==> src/rtl/ps2_direction_decoder_pkg.sv <==
// Shared constants for the PS/2 direction decoder: scan codes, direction bit
// positions and the state encodings of the frame and decode FSMs.
package ps2_direction_decoder_pkg;

  localparam logic [7:0] ScExt     = 8'hE0;
  localparam logic [7:0] ScBreak   = 8'hF0;
  localparam logic [7:0] ScW       = 8'h1D;
  localparam logic [7:0] ScS       = 8'h1B;
  localparam logic [7:0] ScA       = 8'h1C;
  localparam logic [7:0] ScD       = 8'h23;
  localparam logic [7:0] ScSpace   = 8'h29;
  localparam logic [7:0] ScUp      = 8'h75;
  localparam logic [7:0] ScDown    = 8'h72;
  localparam logic [7:0] ScLeft    = 8'h6B;
  localparam logic [7:0] ScRight   = 8'h74;

  localparam int unsigned DirUp    = 3;
  localparam int unsigned DirDown  = 2;
  localparam int unsigned DirLeft  = 1;
  localparam int unsigned DirRight = 0;

  typedef enum logic [1:0] {StIdle, StData, StParity, StStop} frame_st_e;
  typedef enum logic [1:0] {StNorm, StExt, StBrk, StExtBrk} dec_st_e;

  function automatic logic [3:0] dir_onehot(input int unsigned idx);
    logic [3:0] one;
    one = 4'b0001;
    return one << idx;
  endfunction

endpackage

==> src/rtl/ps2_direction_decoder_if.sv <==
// PS/2 pin inputs and decoded direction/status outputs of the direction decoder.
interface ps2_direction_decoder_if;
  logic       ps2_clk;
  logic       ps2_dat;
  logic [3:0] dir_out;
  logic       dir_valid;
  logic       start_pulse;
  logic       frame_err;

  modport master (
    output ps2_clk, ps2_dat,
    input  dir_out, dir_valid, start_pulse, frame_err
  );

  modport slave (
    input  ps2_clk, ps2_dat,
    output dir_out, dir_valid, start_pulse, frame_err
  );
endinterface

==> src/rtl/ps2_direction_decoder_rx_frame.sv <==
// PS/2 receiver: pin synchronisers, ps2_clk glitch filter, 11-bit frame FSM
// with odd-parity/stop checking and an inter-edge timeout.
module ps2_direction_decoder_rx_frame
  import ps2_direction_decoder_pkg::*;
#(
  parameter int unsigned FILTER_LEN     = 4,
  parameter int unsigned TIMEOUT_CYCLES = 50000
) (
  input  logic       clk_i,
  input  logic       rst_ni,
  input  logic       ps2_clk_i,
  input  logic       ps2_dat_i,
  output logic       byte_done_o,
  output logic [7:0] byte_o,
  output logic       err_o
);

  localparam int unsigned FiltW = $clog2(FILTER_LEN + 1);
  localparam int unsigned ToW   = $clog2(TIMEOUT_CYCLES + 1);
  localparam logic [FiltW-1:0] FiltMax = FiltW'(FILTER_LEN - 1);
  localparam logic [ToW-1:0]   ToMax   = ToW'(TIMEOUT_CYCLES - 1);

  logic [1:0]       clk_sync_q, dat_sync_q;
  logic             filt_q, filt_d, filt_prev_q;
  logic [FiltW-1:0] fcnt_q, fcnt_d;
  logic             strobe, dat_bit;
  frame_st_e        state_q, state_d;
  logic [2:0]       bit_cnt_q, bit_cnt_d;
  logic [7:0]       shift_q, shift_d;
  logic             par_q, par_d;
  logic [ToW-1:0]   to_cnt_q, to_cnt_d;

  // Pins idle high, so synchronisers and filter start high to avoid a false edge.
  always_ff @(posedge clk_i or negedge rst_ni) begin
    if (!rst_ni) begin
      clk_sync_q  <= 2'b11;
      dat_sync_q  <= 2'b11;
      filt_q      <= 1'b1;
      filt_prev_q <= 1'b1;
      fcnt_q      <= '0;
      state_q     <= StIdle;
      bit_cnt_q   <= '0;
      shift_q     <= '0;
      par_q       <= 1'b0;
      to_cnt_q    <= '0;
    end else begin
      clk_sync_q  <= {clk_sync_q[0], ps2_clk_i};
      dat_sync_q  <= {dat_sync_q[0], ps2_dat_i};
      filt_q      <= filt_d;
      filt_prev_q <= filt_q;
      fcnt_q      <= fcnt_d;
      state_q     <= state_d;
      bit_cnt_q   <= bit_cnt_d;
      shift_q     <= shift_d;
      par_q       <= par_d;
      to_cnt_q    <= to_cnt_d;
    end
  end

  always_comb begin
    filt_d = filt_q;
    fcnt_d = '0;
    if (clk_sync_q[1] != filt_q) begin
      if (fcnt_q == FiltMax) filt_d = clk_sync_q[1];
      else                   fcnt_d = fcnt_q + 1'b1;
    end
  end

  assign strobe  = filt_prev_q & ~filt_q;
  assign dat_bit = dat_sync_q[1];
  assign byte_o  = shift_q;

  always_comb begin
    state_d     = state_q;
    bit_cnt_d   = bit_cnt_q;
    shift_d     = shift_q;
    par_d       = par_q;
    to_cnt_d    = to_cnt_q;
    byte_done_o = 1'b0;
    err_o       = 1'b0;

    if (state_q == StIdle || strobe) to_cnt_d = '0;
    else if (to_cnt_q != ToMax)      to_cnt_d = to_cnt_q + 1'b1;

    if (strobe) begin
      unique case (state_q)
        StIdle: begin
          if (!dat_bit) begin
            state_d   = StData;
            bit_cnt_d = '0;
          end else begin
            err_o = 1'b1;
          end
        end
        StData: begin
          shift_d   = {dat_bit, shift_q[7:1]};
          bit_cnt_d = bit_cnt_q + 1'b1;
          if (bit_cnt_q == 3'd7) state_d = StParity;
        end
        StParity: begin
          par_d   = dat_bit;
          state_d = StStop;
        end
        StStop: begin
          state_d = StIdle;
          if (dat_bit && (^{shift_q, par_q})) byte_done_o = 1'b1;
          else                                err_o       = 1'b1;
        end
        default: state_d = StIdle;
      endcase
    end else if (state_q != StIdle && to_cnt_q == ToMax) begin
      state_d = StIdle;
      err_o   = 1'b1;
    end
  end

endmodule

==> src/rtl/ps2_direction_decoder.sv <==
// Snake-game input stage: decodes WASD / arrow make-codes into a held one-hot
// direction, pulses start on Space and flags malformed PS/2 frames.
module ps2_direction_decoder
  import ps2_direction_decoder_pkg::*;
#(
  parameter int unsigned FILTER_LEN     = 4,
  parameter int unsigned TIMEOUT_CYCLES = 50000
) (
  input logic                     clk,
  input logic                     reset_n,
  ps2_direction_decoder_if.slave  bus_io
);

  logic       rx_done, rx_err;
  logic [7:0] rx_byte;
  dec_st_e    dec_q, dec_d;
  logic [3:0] dir_q, dir_d;
  logic       dir_valid_q, dir_valid_d;
  logic       start_q, start_d;
  logic       frame_err_q;

  ps2_direction_decoder_rx_frame #(
    .FILTER_LEN     (FILTER_LEN),
    .TIMEOUT_CYCLES (TIMEOUT_CYCLES)
  ) u_rx_frame (
    .clk_i       (clk),
    .rst_ni      (reset_n),
    .ps2_clk_i   (bus_io.ps2_clk),
    .ps2_dat_i   (bus_io.ps2_dat),
    .byte_done_o (rx_done),
    .byte_o      (rx_byte),
    .err_o       (rx_err)
  );

  always_ff @(posedge clk or negedge reset_n) begin
    if (!reset_n) begin
      dec_q       <= StNorm;
      dir_q       <= '0;
      dir_valid_q <= 1'b0;
      start_q     <= 1'b0;
      frame_err_q <= 1'b0;
    end else begin
      dec_q       <= dec_d;
      dir_q       <= dir_d;
      dir_valid_q <= dir_valid_d;
      start_q     <= start_d;
      frame_err_q <= rx_err;
    end
  end

  always_comb begin
    dec_d       = dec_q;
    dir_d       = dir_q;
    dir_valid_d = 1'b0;
    start_d     = 1'b0;
    if (rx_done) begin
      unique case (dec_q)
        StNorm: begin
          case (rx_byte)
            ScExt:   dec_d = StExt;
            ScBreak: dec_d = StBrk;
            ScW:     begin dir_d = dir_onehot(DirUp);    dir_valid_d = 1'b1; end
            ScS:     begin dir_d = dir_onehot(DirDown);  dir_valid_d = 1'b1; end
            ScA:     begin dir_d = dir_onehot(DirLeft);  dir_valid_d = 1'b1; end
            ScD:     begin dir_d = dir_onehot(DirRight); dir_valid_d = 1'b1; end
            ScSpace: start_d = 1'b1;
            default: ;
          endcase
        end
        StExt: begin
          dec_d = StNorm;
          case (rx_byte)
            ScExt:   dec_d = StExt;
            ScBreak: dec_d = StExtBrk;
            ScUp:    begin dir_d = dir_onehot(DirUp);    dir_valid_d = 1'b1; end
            ScDown:  begin dir_d = dir_onehot(DirDown);  dir_valid_d = 1'b1; end
            ScLeft:  begin dir_d = dir_onehot(DirLeft);  dir_valid_d = 1'b1; end
            ScRight: begin dir_d = dir_onehot(DirRight); dir_valid_d = 1'b1; end
            default: ;
          endcase
        end
        // Released key's code is swallowed.
        StBrk, StExtBrk: dec_d = StNorm;
        default:         dec_d = StNorm;
      endcase
    end else if (rx_err) begin
      dec_d = StNorm;
    end
  end

  assign bus_io.dir_out     = dir_q;
  assign bus_io.dir_valid   = dir_valid_q;
  assign bus_io.start_pulse = start_q;
  assign bus_io.frame_err   = frame_err_q;

endmodule

==> src/flat_wrapper.sv <==
// flat-port wrapper written by rule: the top's interface ports become plain ports
module ps2_direction_decoder_flat import ps2_direction_decoder_pkg::*;
#(
  parameter int unsigned FILTER_LEN     = 4,
  parameter int unsigned TIMEOUT_CYCLES = 50000
)
  (clk, reset_n, bus_io_ps2_clk, bus_io_ps2_dat, bus_io_dir_out, bus_io_dir_valid, bus_io_start_pulse, bus_io_frame_err);
  ps2_direction_decoder_if bus_io_i ();
  input logic clk;
  input logic reset_n;
  input wire logic [$bits(bus_io_i.ps2_clk)-1:0] bus_io_ps2_clk;
  input wire logic [$bits(bus_io_i.ps2_dat)-1:0] bus_io_ps2_dat;
  output wire logic [$bits(bus_io_i.dir_out)-1:0] bus_io_dir_out;
  output wire logic [$bits(bus_io_i.dir_valid)-1:0] bus_io_dir_valid;
  output wire logic [$bits(bus_io_i.start_pulse)-1:0] bus_io_start_pulse;
  output wire logic [$bits(bus_io_i.frame_err)-1:0] bus_io_frame_err;
  assign bus_io_i.ps2_clk = bus_io_ps2_clk;
  assign bus_io_i.ps2_dat = bus_io_ps2_dat;
  assign bus_io_dir_out = bus_io_i.dir_out;
  assign bus_io_dir_valid = bus_io_i.dir_valid;
  assign bus_io_start_pulse = bus_io_i.start_pulse;
  assign bus_io_frame_err = bus_io_i.frame_err;
  ps2_direction_decoder #(.FILTER_LEN(FILTER_LEN), .TIMEOUT_CYCLES(TIMEOUT_CYCLES)) u_core (.clk(clk), .reset_n(reset_n), .bus_io(bus_io_i));
endmodule
==> config.mk <==
export PLATFORM = sky130hd
export DESIGN_NAME = ps2_direction_decoder_flat
export DESIGN_NICKNAME = d
export VERILOG_FILES = /design/src/rtl/ps2_direction_decoder_pkg.sv /design/src/rtl/ps2_direction_decoder_if.sv /design/src/rtl/ps2_direction_decoder_rx_frame.sv /design/src/rtl/ps2_direction_decoder.sv /design/src/flat_wrapper.sv
export SDC_FILE = /design/constraint.sdc
export NUM_CORES = 1
export LEC_CHECK = 0
export BUFFER_PORTS_ARGS = -buffer_cell sky130_fd_sc_hd__buf_4
export CORE_MARGIN = 3
export CORE_UTILIZATION = 40
export DETAILED_ROUTE_END_ITERATION = 8
export PLACE_DENSITY = 0.64
export SETUP_SLACK_MARGIN = 0.4
export SLEW_MARGIN = 10
export SYNTH_ARGS = -nofsm -noshare
export SYNTH_HDL_FRONTEND = slang
export SYNTH_SLANG_ARGS = --single-unit
==> constraint.sdc <==
create_clock -name clk -period 4.3 [get_ports clk]
set_input_delay 0 -clock clk [delete_from_list [all_inputs] [get_ports clk]]
set_output_delay 0 -clock clk [all_outputs]
set_load 0.02 [all_outputs]
==> impl_metrics.tcl <==
set metrics [dict create \
    timing.rr.end "u_core.bus_io.dir_out[1]" \
    cts.path.max_buffers 2 \
    setup_viol 0 \
    synth_cell_type_count 47 \
    cts_max_level 2 \
    vias_per_cell 5.53 \
    crit_path_start "u_core.u_rx_frame.byte_o[5]" \
    maxCapViolCount 0 \
    syn_area_um2 2520 \
    crit_end "u_core.bus_io.dir_out[1]" \
    slew_headroom_pct 56.4 \
    grt_pass1_wl_um 8360 \
    synthCells 233 \
    ctsRootBufferMaster "clkbuf_8" \
    p_per_area_nw_per_um2 546 \
    finalHoldViolCount 0 \
    portBuffers 10 \
    timing.reg2reg.setup_slack_ns 2.13 \
    final_core_util_pct 46.1 \
    crit_type "reg -> reg" \
    synth_edf_count 0 \
    num_rows 28 \
    drv_slew 0 \
    start_util_pct 41.9 \
    skew_ns 0.00593 \
    die_w_um 85.4 \
    grt_pass1_vias 1807 \
    n_antenna_cell 0 \
    die_area_um2 7300 \
    clkSinkCount 48 \
    reg2reg_depth 5 \
    ys_seq_area_share_pct 47.9 \
    crit_arrival_ns 2.37 \
    status "complete, no violations" \
    tns_ns 0 \
    synthFlopType "dfrtp_1" \
    worstSkewPairLatency_ns 0.30 \
    layout.nets 257 \
    cp-end-kind "flip-flop" \
    gr-total-overflow 0 \
    regArea_um2 1210 \
    ant_nets 0 \
    fillers 571 \
    layout_commonest_cell "dfrtp_1" \
    area_delta_synth_final_pct 10.0 \
    worst_slew_pin_slew_ns 0.645 \
    syn_nets 246 \
    cts_tree "built" \
    drive_gt1_share_pct 16.3 \
    ios 11 \
    dr_total_vias 1771 \
    regToRegStartpoint "u_core.u_rx_frame.byte_o[5]" \
    first_pass_iters 4 \
    postCtsSetupRepairBufs 0 \
    antenna_found_initial 0 \
    grt_max_degree 49 \
    hold_class "in -> async" \
    die_h_um 85.4 \
    layout_common_cells "42 x dfrtp_1, 19 x nor2_1, 14 x mux2_2" \
    period_minus_slack_ns 2.17 \
    drt_iter0_drc 82 \
    multiInputGateArea_um2 1260 \
    cts-buffers-inserted 5 \
    grt_use_total_pct 14.3 \
    wl_per_cell_um 14.3 \
    async_flop_share_pct 100 \
    min_period_over_period_pct 50.5 \
    core_area_um2 6030 \
    worstSetupStartpointType "flip-flop" \
    avgSynthCellArea_um2 10.8 \
    cp.required_ns 4.49 \
    clk_pin_slew_worst_paths_ns 0.09 \
    dp_hpwl_um 3210 \
    rsz0062_at_grt "false" \
    fmax_ghz 0.460 \
    ir_drop_mv 0.228 \
    leakage_uw 0.00127 \
    ys_seq_elements 48 \
    gp_congestion 0.807 \
    drcViolationCount 0 \
    yosysWarnings 0 \
    cp_max_fo 7 \
    wirelength_um 4580 \
]
-- critical path: stages (launching register included) --
cell and delay, ns:
dfrtp_1 0.45, nor4b_1 0.63, o211ai_1 0.19, a31oi_1 0.29
o211ai_2 0.20, mux2_2 0.30
-- cells by family (layout without fill, tap and decap cells) --
| group | count (synthesis) | after routing | share of synthesized area [%] |
|---|---|---|---|
| adders and majority gates | 9 | 9 | 4.46 |
| DFF | 48 | 48 | 47.9 |
| AOI/OAI and AO/OA | 36 | 36 | 9.47 |
| muxes | 18 | 18 | 7.98 |
| xor gates and xnor gates | 18 | 18 | 7.98 |
| and+or+nand+nor | 90 | 90 | 20.0 |
| buffers and inverters | 14 | 26 | 2.18 |
-- cell type report --
class,instances,share of cell area [%]
multi-input cells,171,45.4
flip-flops and latches,48,43.5
repair buffers,13,3.79
well taps,75,3.38
clock buffers,8,3.24
inverters,5,0.676
-- timing repair --
action,CTS,global route
hold endpoints to repair,44,0
hold buffers,3,0
gates resized for setup,0,0
-- routing by layer --
layer	share of wire (%)	vias to the layer above	track usage, %
li1	-	861	-
met1	47	880	18.9
met2	48	25	22.7
met3	3.8	5	3.50
met4	1.1	0	5.32
met5	0	-	0
-- cells in the mapped netlist, drive strengths merged, types with 5 or more instances --
library cell	instances	area share, %
xnor2	7	2.4
mux2	14	6.2
clkbuf	7	1.0
nor2	19	2.8
nand3	9	1.8
ha	9	4.5
o21ai	12	2.4
inv	5	0.74
dfrtp	42	42
and3	9	2.3
a21oi	6	1.2
nand4	8	2.0
xor2	8	2.8
nor2b	7	1.7
dfstp	6	6.2
nor3	5	0.99
nand2	11	1.6
-- where the power goes --
group	total [µW]	internal [µW]	switching (µW)	leakage, µW
clock network	276	131	144	0.0000455
registers	645	545	99.4	0.000633
logic	595	281	314	0.000588
-- worst min-delay path by stage --
stage,from,end,depth (start not counted)
6_report,reset_n,u_core.bus_io.dir_out[2],2
4_1_cts,reset_n,u_core.bus_io.dir_out[2],2
2_1_floorplan,reset_n,u_core.bus_io.dir_out[0],0
3_3_place_gp,reset_n,u_core.bus_io.dir_out[2],1
3_5_place_dp,reset_n,u_core.bus_io.dir_out[2],1
5_1_grt,reset_n,u_core.bus_io.dir_out[2],2
-- registers in the layout, summed over array words and instances (netlist names) --
| signal | cells |
|---|---|
| u_core.u_rx_frame.filt_prev_q | 1 |
| u_core.u_rx_frame.bit_cnt_q | 3 |
| u_core.u_rx_frame.par_q | 1 |
| u_core.bus_io.dir_out | 4 |
| u_core.bus_io.frame_err | 1 |
| u_core.u_rx_frame.clk_sync_q | 2 |
| u_core.u_rx_frame.dat_sync_q | 2 |
| u_core.bus_io.dir_valid | 1 |
| u_core.u_rx_frame.filt_q | 1 |
| u_core.dec_q | 2 |
| u_core.u_rx_frame.byte_o | 8 |
| u_core.bus_io.start_pulse | 1 |
| u_core.u_rx_frame.to_cnt_q | 16 |
| u_core.u_rx_frame.state_q | 2 |
| u_core.u_rx_frame.fcnt_q | 3 |
-- stage by stage --
step                instances  power (µW)  hold WS [ns]  worst slack, ns  instance area [µm²]
detailed placement        309        1250        0.0512             2.20                 2660
global placement          309        1230        0.0496             2.24                 2660
finish                    320        1520         0.226             2.13                 2780
CTS                       320        1530         0.265             2.17                 2780
global route              320        1640         0.307             1.92                 2780
floorplan                 233        1120        -0.296             2.41                 2520
Power figures use the tool's default switching activity.
